`src/rtl/spi_frame_rx_if.sv`:
```
// rtl/spi_frame_rx_if.sv - SPI pin bundle between the MCU and the frame receiver
interface spi_frame_rx_if;
  logic SCLK;
  logic CS;
  logic MOSI;

  modport master (output SCLK, output CS, output MOSI);
  modport slave  (input SCLK, input CS, input MOSI);
endinterface

```
`src/rtl/spi_frame_rx.sv`:
```
// rtl/spi_frame_rx.sv - framed SPI write receiver: header channel byte plus FRAME_BYTES payload
// Optional trailing CRC-8 byte and ERR_CRC output when SPI_CRC8_EN is defined.
module spi_frame_rx #(
  parameter int FRAME_BYTES = 51,
  parameter int N_CH        = 4,
  parameter int CH_W        = 4
) (
  input  logic                     clk,
  input  logic                     rst,
  input  logic                     clk_en,
  spi_frame_rx_if.slave            spi,
  output logic [FRAME_BYTES*8-1:0] DATA_OUT,
  output logic [CH_W-1:0]          CH_ID,
  output logic                     WR,
  output logic                     BUSY,
  output logic                     ERR_LEN,
  output logic                     ERR_CH,
`ifdef SPI_CRC8_EN
  output logic                     ERR_CRC,
`endif
  output logic [15:0]              FRAME_CNT
);

`ifdef SPI_CRC8_EN
  localparam int CRC_BITS = 8;
`else
  localparam int CRC_BITS = 0;
`endif
  localparam int PAY_W = FRAME_BYTES * 8;
  localparam int SR_W  = PAY_W + CRC_BITS;
  localparam int EXP   = 8 + SR_W;
  localparam int CNT_W = $clog2(EXP + 1);
  localparam logic [CNT_W-1:0] LAST_BIT = CNT_W'(EXP - 1);
  localparam logic [CNT_W-1:0] HDR_LAST = CNT_W'(7);

  typedef enum logic [2:0] {IDLE, HDR, PAYLOAD, DONE_WAIT, OVERRUN, COMMIT} state_t;

  state_t           state_q, state_d;
  logic [2:0]       sclk_s, cs_s;
  logic [1:0]       mosi_s;
  logic [SR_W-1:0]  sr, sr_next;
  logic [CNT_W-1:0] bit_cnt;
  logic [CH_W-1:0]  pend_ch;
  logic             pend_err;
  logic [7:0]       new_hdr;
  logic             sclk_rise, cs_rise, cs_fall;
  logic             shift, hdr_done, set_len, commit;

  assign sclk_rise = sclk_s[1] & ~sclk_s[2];
  assign cs_rise   = cs_s[1] & ~cs_s[2];
  assign cs_fall   = ~cs_s[1] & cs_s[2];
  assign sr_next   = {sr[SR_W-2:0], mosi_s[1]};
  assign new_hdr   = sr_next[7:0];
  assign BUSY      = (state_q != IDLE);

`ifdef SPI_CRC8_EN
  localparam logic [CNT_W-1:0] DATA_BITS = CNT_W'(8 + PAY_W);
  logic [7:0] crc;
  logic [7:0] crc_next;
  // Bit-serial CRC-8 (poly 0x07), MSB first, over header and payload only.
  assign crc_next = (crc[7] ^ mosi_s[1]) ? ({crc[6:0], 1'b0} ^ 8'h07) : {crc[6:0], 1'b0};
`endif

  always_ff @(posedge clk) begin
    if (rst) begin
      state_q <= IDLE;
    end else if (clk_en) begin
      state_q <= state_d;
    end
  end

  always_comb begin
    state_d  = state_q;
    shift    = 1'b0;
    hdr_done = 1'b0;
    set_len  = 1'b0;
    commit   = 1'b0;
    case (state_q)
      IDLE: ;
      HDR, PAYLOAD: begin
        if (cs_rise) begin
          state_d = IDLE;
          set_len = 1'b1;
        end else if (sclk_rise) begin
          shift = 1'b1;
          if (state_q == HDR && bit_cnt == HDR_LAST) begin
            hdr_done = 1'b1;
            state_d  = PAYLOAD;
          end else if (state_q == PAYLOAD && bit_cnt == LAST_BIT) begin
            state_d = DONE_WAIT;
          end
        end
      end
      DONE_WAIT: begin
        if (cs_rise) state_d = COMMIT;
        else if (sclk_rise) state_d = OVERRUN;
      end
      OVERRUN: begin
        if (cs_rise) begin
          state_d = IDLE;
          set_len = 1'b1;
        end
      end
      COMMIT: begin
        commit  = 1'b1;
        state_d = IDLE;
      end
      default: state_d = IDLE;
    endcase
    // A fresh CS falling edge always restarts framing, discarding partial data.
    if (cs_fall) state_d = HDR;
  end

  always_ff @(posedge clk) begin
    if (rst) begin
      sclk_s    <= '0;
      cs_s      <= '0;
      mosi_s    <= '0;
      sr        <= '0;
      bit_cnt   <= '0;
      pend_ch   <= '0;
      pend_err  <= 1'b0;
      DATA_OUT  <= '0;
      CH_ID     <= '0;
      WR        <= 1'b0;
      ERR_LEN   <= 1'b0;
      ERR_CH    <= 1'b0;
      FRAME_CNT <= '0;
`ifdef SPI_CRC8_EN
      crc       <= '0;
      ERR_CRC   <= 1'b0;
`endif
    end else begin
      WR <= 1'b0;
      if (clk_en) begin
        sclk_s <= {sclk_s[1:0], spi.SCLK};
        cs_s   <= {cs_s[1:0], spi.CS};
        mosi_s <= {mosi_s[0], spi.MOSI};
        if (cs_fall) begin
          sr       <= '0;
          bit_cnt  <= '0;
          pend_err <= 1'b0;
`ifdef SPI_CRC8_EN
          crc      <= '0;
`endif
        end else if (shift) begin
          sr      <= sr_next;
          bit_cnt <= bit_cnt + CNT_W'(1);
`ifdef SPI_CRC8_EN
          if (bit_cnt < DATA_BITS) crc <= crc_next;
`endif
          if (hdr_done) begin
            pend_ch  <= new_hdr[CH_W-1:0];
            pend_err <= (int'({24'd0, new_hdr}) >= N_CH);
          end
        end
        if (set_len) ERR_LEN <= 1'b1;
        if (commit) begin
          if (pend_err) begin
            ERR_CH <= 1'b1;
`ifdef SPI_CRC8_EN
          end else if (crc != sr[7:0]) begin
            ERR_CRC <= 1'b1;
`endif
          end else begin
            DATA_OUT  <= sr[SR_W-1 -: PAY_W];
            CH_ID     <= pend_ch;
            WR        <= 1'b1;
            FRAME_CNT <= FRAME_CNT + 16'd1;
          end
        end
      end
    end
  end

endmodule

```
`src/flat_wrapper.sv`:
```
// flat-port wrapper written by rule: the top's interface ports become plain ports
module spi_frame_rx_flat 
#(
  parameter int FRAME_BYTES = 51,
  parameter int N_CH        = 4,
  parameter int CH_W        = 4
)
  (clk, rst, clk_en, DATA_OUT, CH_ID, WR, BUSY, ERR_LEN, ERR_CH, FRAME_CNT, spi_SCLK, spi_CS, spi_MOSI);
  spi_frame_rx_if spi_i ();
  input  logic clk;
  input  logic rst;
  input  logic clk_en;
  output logic [FRAME_BYTES*8-1:0] DATA_OUT;
  output logic [CH_W-1:0] CH_ID;
  output logic WR;
  output logic BUSY;
  output logic ERR_LEN;
  output logic ERR_CH;
  output logic [15:0] FRAME_CNT;
  input wire logic [$bits(spi_i.SCLK)-1:0] spi_SCLK;
  input wire logic [$bits(spi_i.CS)-1:0] spi_CS;
  input wire logic [$bits(spi_i.MOSI)-1:0] spi_MOSI;
  assign spi_i.SCLK = spi_SCLK;
  assign spi_i.CS = spi_CS;
  assign spi_i.MOSI = spi_MOSI;
  spi_frame_rx #(.FRAME_BYTES(FRAME_BYTES), .N_CH(N_CH), .CH_W(CH_W)) u_core (.clk(clk), .rst(rst), .clk_en(clk_en), .spi(spi_i), .DATA_OUT(DATA_OUT), .CH_ID(CH_ID), .WR(WR), .BUSY(BUSY), .ERR_LEN(ERR_LEN), .ERR_CH(ERR_CH), .FRAME_CNT(FRAME_CNT));
endmodule
```
`config.mk`:
```
export PLATFORM = sky130hd
export DESIGN_NAME = spi_frame_rx_flat
export DESIGN_NICKNAME = d
export VERILOG_FILES = /design/src/rtl/spi_frame_rx_if.sv /design/src/rtl/spi_frame_rx.sv /design/src/flat_wrapper.sv
export SDC_FILE = /design/constraint.sdc
export NUM_CORES = 2
export LEC_CHECK = 0
export CAP_MARGIN = 25
export CELL_PAD_IN_SITES_DETAIL_PLACEMENT = 0
export CELL_PAD_IN_SITES_GLOBAL_PLACEMENT = 1
export CORE_MARGIN = 2
export CORE_UTILIZATION = 36
export DETAILED_ROUTE_END_ITERATION = 8
export MAX_ROUTING_LAYER = met4
export PLACE_DENSITY = 0.7
export SYNTH_ARGS = -nofsm -noshare
export SYNTH_HDL_FRONTEND = slang
export SYNTH_SLANG_ARGS = --single-unit
export TNS_END_PERCENT = 100
```
`constraint.sdc`:
```
create_clock -name clk -period 1.7 [get_ports clk]
set_input_delay 0.17 -clock clk [delete_from_list [all_inputs] [get_ports clk]]
set_output_delay 0.17 -clock clk [all_outputs]
set_load 0.01 [all_outputs]
```
# Word level (Yosys, flattened, before mapping)
# Index checks and enable logic that the tools add are counted.
[word_totals] input_bits=6 out_inout_bits=432 reg_bits=864
[classes] mux=27 n_lt_le_gt_ge=1 bitwise=10 add_sub_neg=2 eq_ne=12 reduce_logical=16
[ops] operator="$mux 408" n=2
[ops] operator="$mux 3" n=8
[ops] operator="$mux 9" n=2
[ops] operator="$add 16x1->16 const B" n=1
[ops] operator="$mux 1" n=14
[ops] operator="$pmux 3 s4" n=1
[ops] operator="$add 9x1->9 const B" n=1
[ops] operator="$eq 9x3->1 const B" n=1
[ops] operator="$eq 9x9->1 const B" n=1
[ops] operator="$reduce_and 3->1" n=3
[ops] operator="$ge 8x3->1 const B" n=1
[ops] operator="$ne 4x1->1 const B" n=2
[ops] operator="$not 1->1" n=7
[ops] operator="$eq 3x2->1 const B" n=2
[ops] operator="$eq 3x3->1 const B" n=2
[ops] operator="$reduce_and 6->1" n=1
[ops] operator="$reduce_or 3->1" n=2
[ops] operator="$ne 5x1->1 const B" n=1
[ops] operator="$reduce_and 2->1" n=2
[ops] operator="$reduce_and 4->1" n=1
[ops] operator="$reduce_bool 2->1" n=2
[ops] operator="$and 1x1->1" n=3
[ops] operator="$eq 3x1->1 const B" n=1
[ops] operator="$logic_not 3->1" n=1
[ops] operator="other kinds (5)" n=6

# Logic depth before layout (Yosys ltp)
[logic_depth] ltp_word=9 mapped_depth=9 mapped_depth_nobuf=6

# Worst setup path after synthesis
# OpenSTA, ideal clock, no wires.
[synth_path] path_type="register -> register" startpoint="register u_core.state_q[0]" endpoint="register u_core.sr[190]" setup_ns=0.128 t_arrival_ns=1.788 path_buffers=4 synth_period_minus_slack_ns=1.915 path_stages_with_launch=10 path_slack_ns=-0.215 required_time_ns=1.572 cell_sequence="dfxtp_1 buf_4 xnor2_1 o41ai_4 nand2_2 buf_6 buf_6 buf_6 a22oi_1 nor2_1"
[synth_via] elab_chain_cells=5 elab_cells_between_ends=6
[synth_lines] item="start: declaration" line="spi_frame_rx.sv:38" source="state_t state_q, state_d;"
[synth_lines] item="start signal: assignment" line="spi_frame_rx.sv:68" source="state_q <= state_d;"
[synth_lines] item="$eq 3x2->1 or $eq 3x1->1 (tied branches)" line="spi_frame_rx.sv:78" source="case (state_q)"
[synth_lines] item="$reduce_or 2->1 *" line="spi_frame_rx.sv:78"
[synth_lines] item="$mux 1 *" line="spi_frame_rx.sv:78"
[synth_lines] item="$reduce_bool 2->1 (no line) *"
[synth_lines] item="$reduce_and 2->1 (no line) *"
[synth_lines] item="end signal: assignment" line="spi_frame_rx.sv:147" source="sr <= sr_next;"
[synth_lines] item="end: declaration" line="spi_frame_rx.sv:41" source="logic [SR_W-1:0] sr, sr_next;"
# Mark *: on every way between the ends. The rest lies on a longest branch, timed or not.
# A chain may end at the register's enable or synchronous reset.

# Final worst setup path
[layout_path] startpoint="register u_core.cs_s[2]" endpoint="register u_core.sr[201]"
[layout_via] elab_chain_cells=6 elab_cells_between_ends=8
[layout_lines] item="start: declaration" line="spi_frame_rx.sv:39" source="logic [2:0] sclk_s, cs_s;"
[layout_lines] item="start signal: assignment" line="spi_frame_rx.sv:137" source="cs_s <= {cs_s[1:0], spi.CS};"
[layout_lines] item="$not 1->1" line="spi_frame_rx.sv:50" source="assign cs_rise = cs_s[1] & ~cs_s[2];"
[layout_lines] item="$and 1x1->1" line="spi_frame_rx.sv:50"
[layout_lines] item="$mux 1" line="spi_frame_rx.sv:81" source="if (cs_rise) begin"
[layout_lines] item="$mux 1" line="spi_frame_rx.sv:78"
[layout_lines] item="$reduce_bool 2->1 (no line)"
[layout_lines] item="$reduce_and 2->1 (no line)"
# Parallel ways exist; a longest one is shown, timed or not.

==> flow_metrics.tcl <==
set metrics [dict create \
    required_ps 2220 \
    avgSynthCellArea_um2 8.71 \
    power.net_switching_mw 8.78 \
    hpwlAfterDp_mm 54.5 \
    gp_congestion 0.792 \
    insertion_delay_ps 650 \
    tritoncts "built" \
    p_total_mw 40.7 \
    seqPwrFrac 0.498 \
    worst_slack_ps -178 \
    via_count 25000 \
    violations "setup timing" \
    cts.sinks 864 \
    die-area_um2 84100 \
    p_leak_nw 13.8 \
    final_max_slew_viol_count 0 \
    area_growth_syn_to_layout_pct 37.7 \
    vias_per_cell 5.01 \
    drc 0 \
    initial_core_util 0.365 \
    die_w_um 290 \
    clock.fmax_mhz 533 \
    irDropWorstVdd_uv 903 \
    seqCellArea_um2 17300 \
    ys_warn_count 0 \
    rows 104 \
    finalNetCount 3868 \
    ant_nets 0 \
    hold_path_depth 3 \
    synth-edff-count 0 \
    drt_wl_total_mm 85.5 \
    synth_top_area_cell "dfxtp_1" \
    finalHoldViolations 0 \
    core_region_area_um2 80800 \
    ys_async_sr_fraction 0 \
    r2r_setup_slack_ps -180 \
    critPathMaxFanout 98 \
    antenna_found_initial 1 \
    path_class "reg -> reg" \
    min_path_type "in -> reg" \
    drive_gt1_frac 0.121 \
    clock_path_buffers 3 \
    grt_pass1_wl_mm 132 \
    rsz0062_at_grt "true" \
    wl_per_cell_um 17.1 \
    boundaryPins 438 \
    end_kind "flop" \
    overflow 0 \
    power.internal_mw 31.9 \
    skew_ps 27.6 \
    crit_family "compound AO/OA/AOI/OAI gates" \
    cts_inserted_buffers 92 \
    synthCells 3383 \
    synth_ff_type "dfxtp_1" \
    tightestPinTransition_ps 525 \
    status "finished, violations left" \
    grt_pass1_vias 23400 \
    critPathMaxStageDelay_ps 320 \
    worst_setup_path_start_kind "flop" \
    slew_headroom 0.650 \
    htree_num_levels 3 \
    min_period_over_period 1.10 \
    nFillCells 7744 \
    slowest_stage "dfxtp_2" \
    grt_usage 0.195 \
    multi_input_area_um2 11400 \
    synthTopCellsByArea "dfxtp_1 59%, nand2_1 11%, a22oi_1 10%" \
    hold-worst-slack_ps 173 \
    die_h_um 290 \
    synth.top_cell.area_share 0.587 \
    cp_data_arrival_time_ps 2400 \
    comb_power_share 0.015 \
    synth_nets 3391 \
    port_buffers 437 \
    clkPwrFrac 0.487 \
    crit_chain "and2b_2 > o41ai_4 > buf_6 > nand2_8 > buf_12 > a22oi_1 > nor2_1" \
    maxCapViolations 0 \
    swShare 0.216 \
    power.density_nw_per_um2 1000 \
    grt_max_degree 99 \
    tns_ps -43660 \
    setup_viol 777 \
    root_buffer "clkbuf_16" \
    r2r_cells 7 \
    seq_area_frac_synth 0.587 \
    path_buf_inv 2 \
    synth_area_um2 29500 \
    clk_pin_slew_ps 60 \
    crit_cells 7 \
    first_pass_iters 5 \
    ys_ff_latch 864 \
    layout_min_cycle_time_ps 1880 \
    ys_types 47 \
    drt_iter0_markers 1417 \
]
==> cell type report <==
class	count	area share
inverter	9	0.000832
clock inverter	24	0.00657
sequential	864	0.426
antenna	1	0.0000617
timing repair buffer	666	0.184
tap	1060	0.0327
clock buffer	144	0.0678
multi-input combinational	2227	0.282
==> metal layers <==
layer / share of wire / global-route usage
met1: 0.46 / 0.259
met2: 0.48 / 0.310
met3: 0.040 / 0.0316
met4: 0.018 / 0.0520
met5: 0 / -
==> sequential cells by signal, indices dropped and copies added, names as in the netlist <==
signal	flops
u_core.pend_ch	4
u_core.DATA_OUT	408
u_core.sclk_s	3
u_core.sr	408
u_core.mosi_s	2
u_core.FRAME_CNT	16
u_core.ERR_CH	1
u_core.cs_s	3
u_core.bit_cnt	9
u_core.CH_ID	4
u_core.pend_err	1
u_core.state_q	3
u_core.ERR_LEN	1
u_core.WR	1
==> through the flow <==
step	instances	setup WS [ps]	instance area, um^2	utilization
after global routing	4995	-270	40600	0.502
after CTS	4964	-170	39600	0.490
after global placement	4780	-363	36200	0.448
after detailed placement	4780	-394	36200	0.448
final	4995	-178	40600	0.502
after floorplan	3383	-147	29600	-
==> worst paths after layout <==
| kind | startpoint | end |
|---|---|---|
| setup / recovery | u_core.cs_s[2]$_SDFFE_PP0P_ | u_core.sr[201]$_SDFFE_PP0P_ |
| hold / removal | spi_CS | u_core.cs_s[0]$_SDFFE_PP0P_ |
| setup reg to reg | u_core.cs_s[2]$_SDFFE_PP0P_ | u_core.sr[201]$_SDFFE_PP0P_ |
| hold reg to reg | u_core.DATA_OUT[292]$_SDFFE_PP0P_ | u_core.DATA_OUT[292]$_SDFFE_PP0P_ |
==> cells in the mapped netlist (all sizes together), types with 2 or more instances <==
cell type,number
a211oi,3
a21oi,424
a22oi,409
and2,4
and3,2
buf,110
clkbuf,174
dfxtp,864
ha,2
inv,9
mux2i,13
nand2,834
nand2b,3
nand3,9
nand4,9
nand4b,2
nor2,443
nor2b,2
nor3,5
nor4,2
o21ai,12
or3,10
or4,3
xnor2,10
xor2,8
==> cell usage in the layout, fill, tap and decap left out, types with 8 or more instances in the layout <==
master           synthesis  final
nor2_1                 443    442
inv_1                    9      9
nand4_1                  9      9
clkinv_2                 0     13
a21oi_1                424    420
dfxtp_1                864    858
a22oi_1                409    337
xor2_1                   8      8
clkbuf_16                0    105
buf_12                   0     69
clkdlybuf4s50_1          0    432
clkbuf_8                 0     19
mux2i_1                 13     12
xnor2_1                 10      8
buf_4                    3    120
clkbuf_1               174     30
o21ai_0                 11     10
nand2_1                833    833
nand3_1                  9      9
a22oi_2                  0     72
buf_16                   0     12
buf_6                   12     12
==> power by group through the flow <==
stage               combinational (mW)  clock [mW]  sequential, mW
floorplan                        0.341           0            20.7
CTS                              0.598        20.4            20.3
global route                     0.664        21.3            20.2
detailed placement               0.587           0            20.7
finish                           0.612        19.8            20.3
global placement                 0.593           0            20.7
==> worst reg2reg max path, cell delays in order, from the launching register on <==
cell     delay (ps)
dfxtp_2         320
and2b_2         230
o41ai_4         290
buf_6           180
nand2_8         100
buf_12          210
a22oi_1         390
nor2_1           50
==> kinds of logic (layout without fill, tap and decap cells) <==
family                   count (synthesis)  after routing  share of synthesized area
AND/OR/NAND/NOR                       1337           1338                      0.176
flip-flops                             864            864                      0.587
XOR/XNOR                                18             18                    0.00535
other                                    0              1                          0
AO/OA/AOI/OAI                          856            856                      0.182
buffers and inverters                  293            843                     0.0443
multiplexers                            13             13                    0.00442
adder cells (fa/ha/maj)                  2              2                   0.000849
==> repair_timing <==
item,4_1_cts,5_1_grt
setup endpoints to repair,866,1263
hold endpoints to repair,26,0
gates resized for setup,29,122
buffers inserted,8,21
pin swaps,3,29
hold buffers,1,0
gates cloned,7,13
Note: power is estimated with default switching activity, not from simulation.
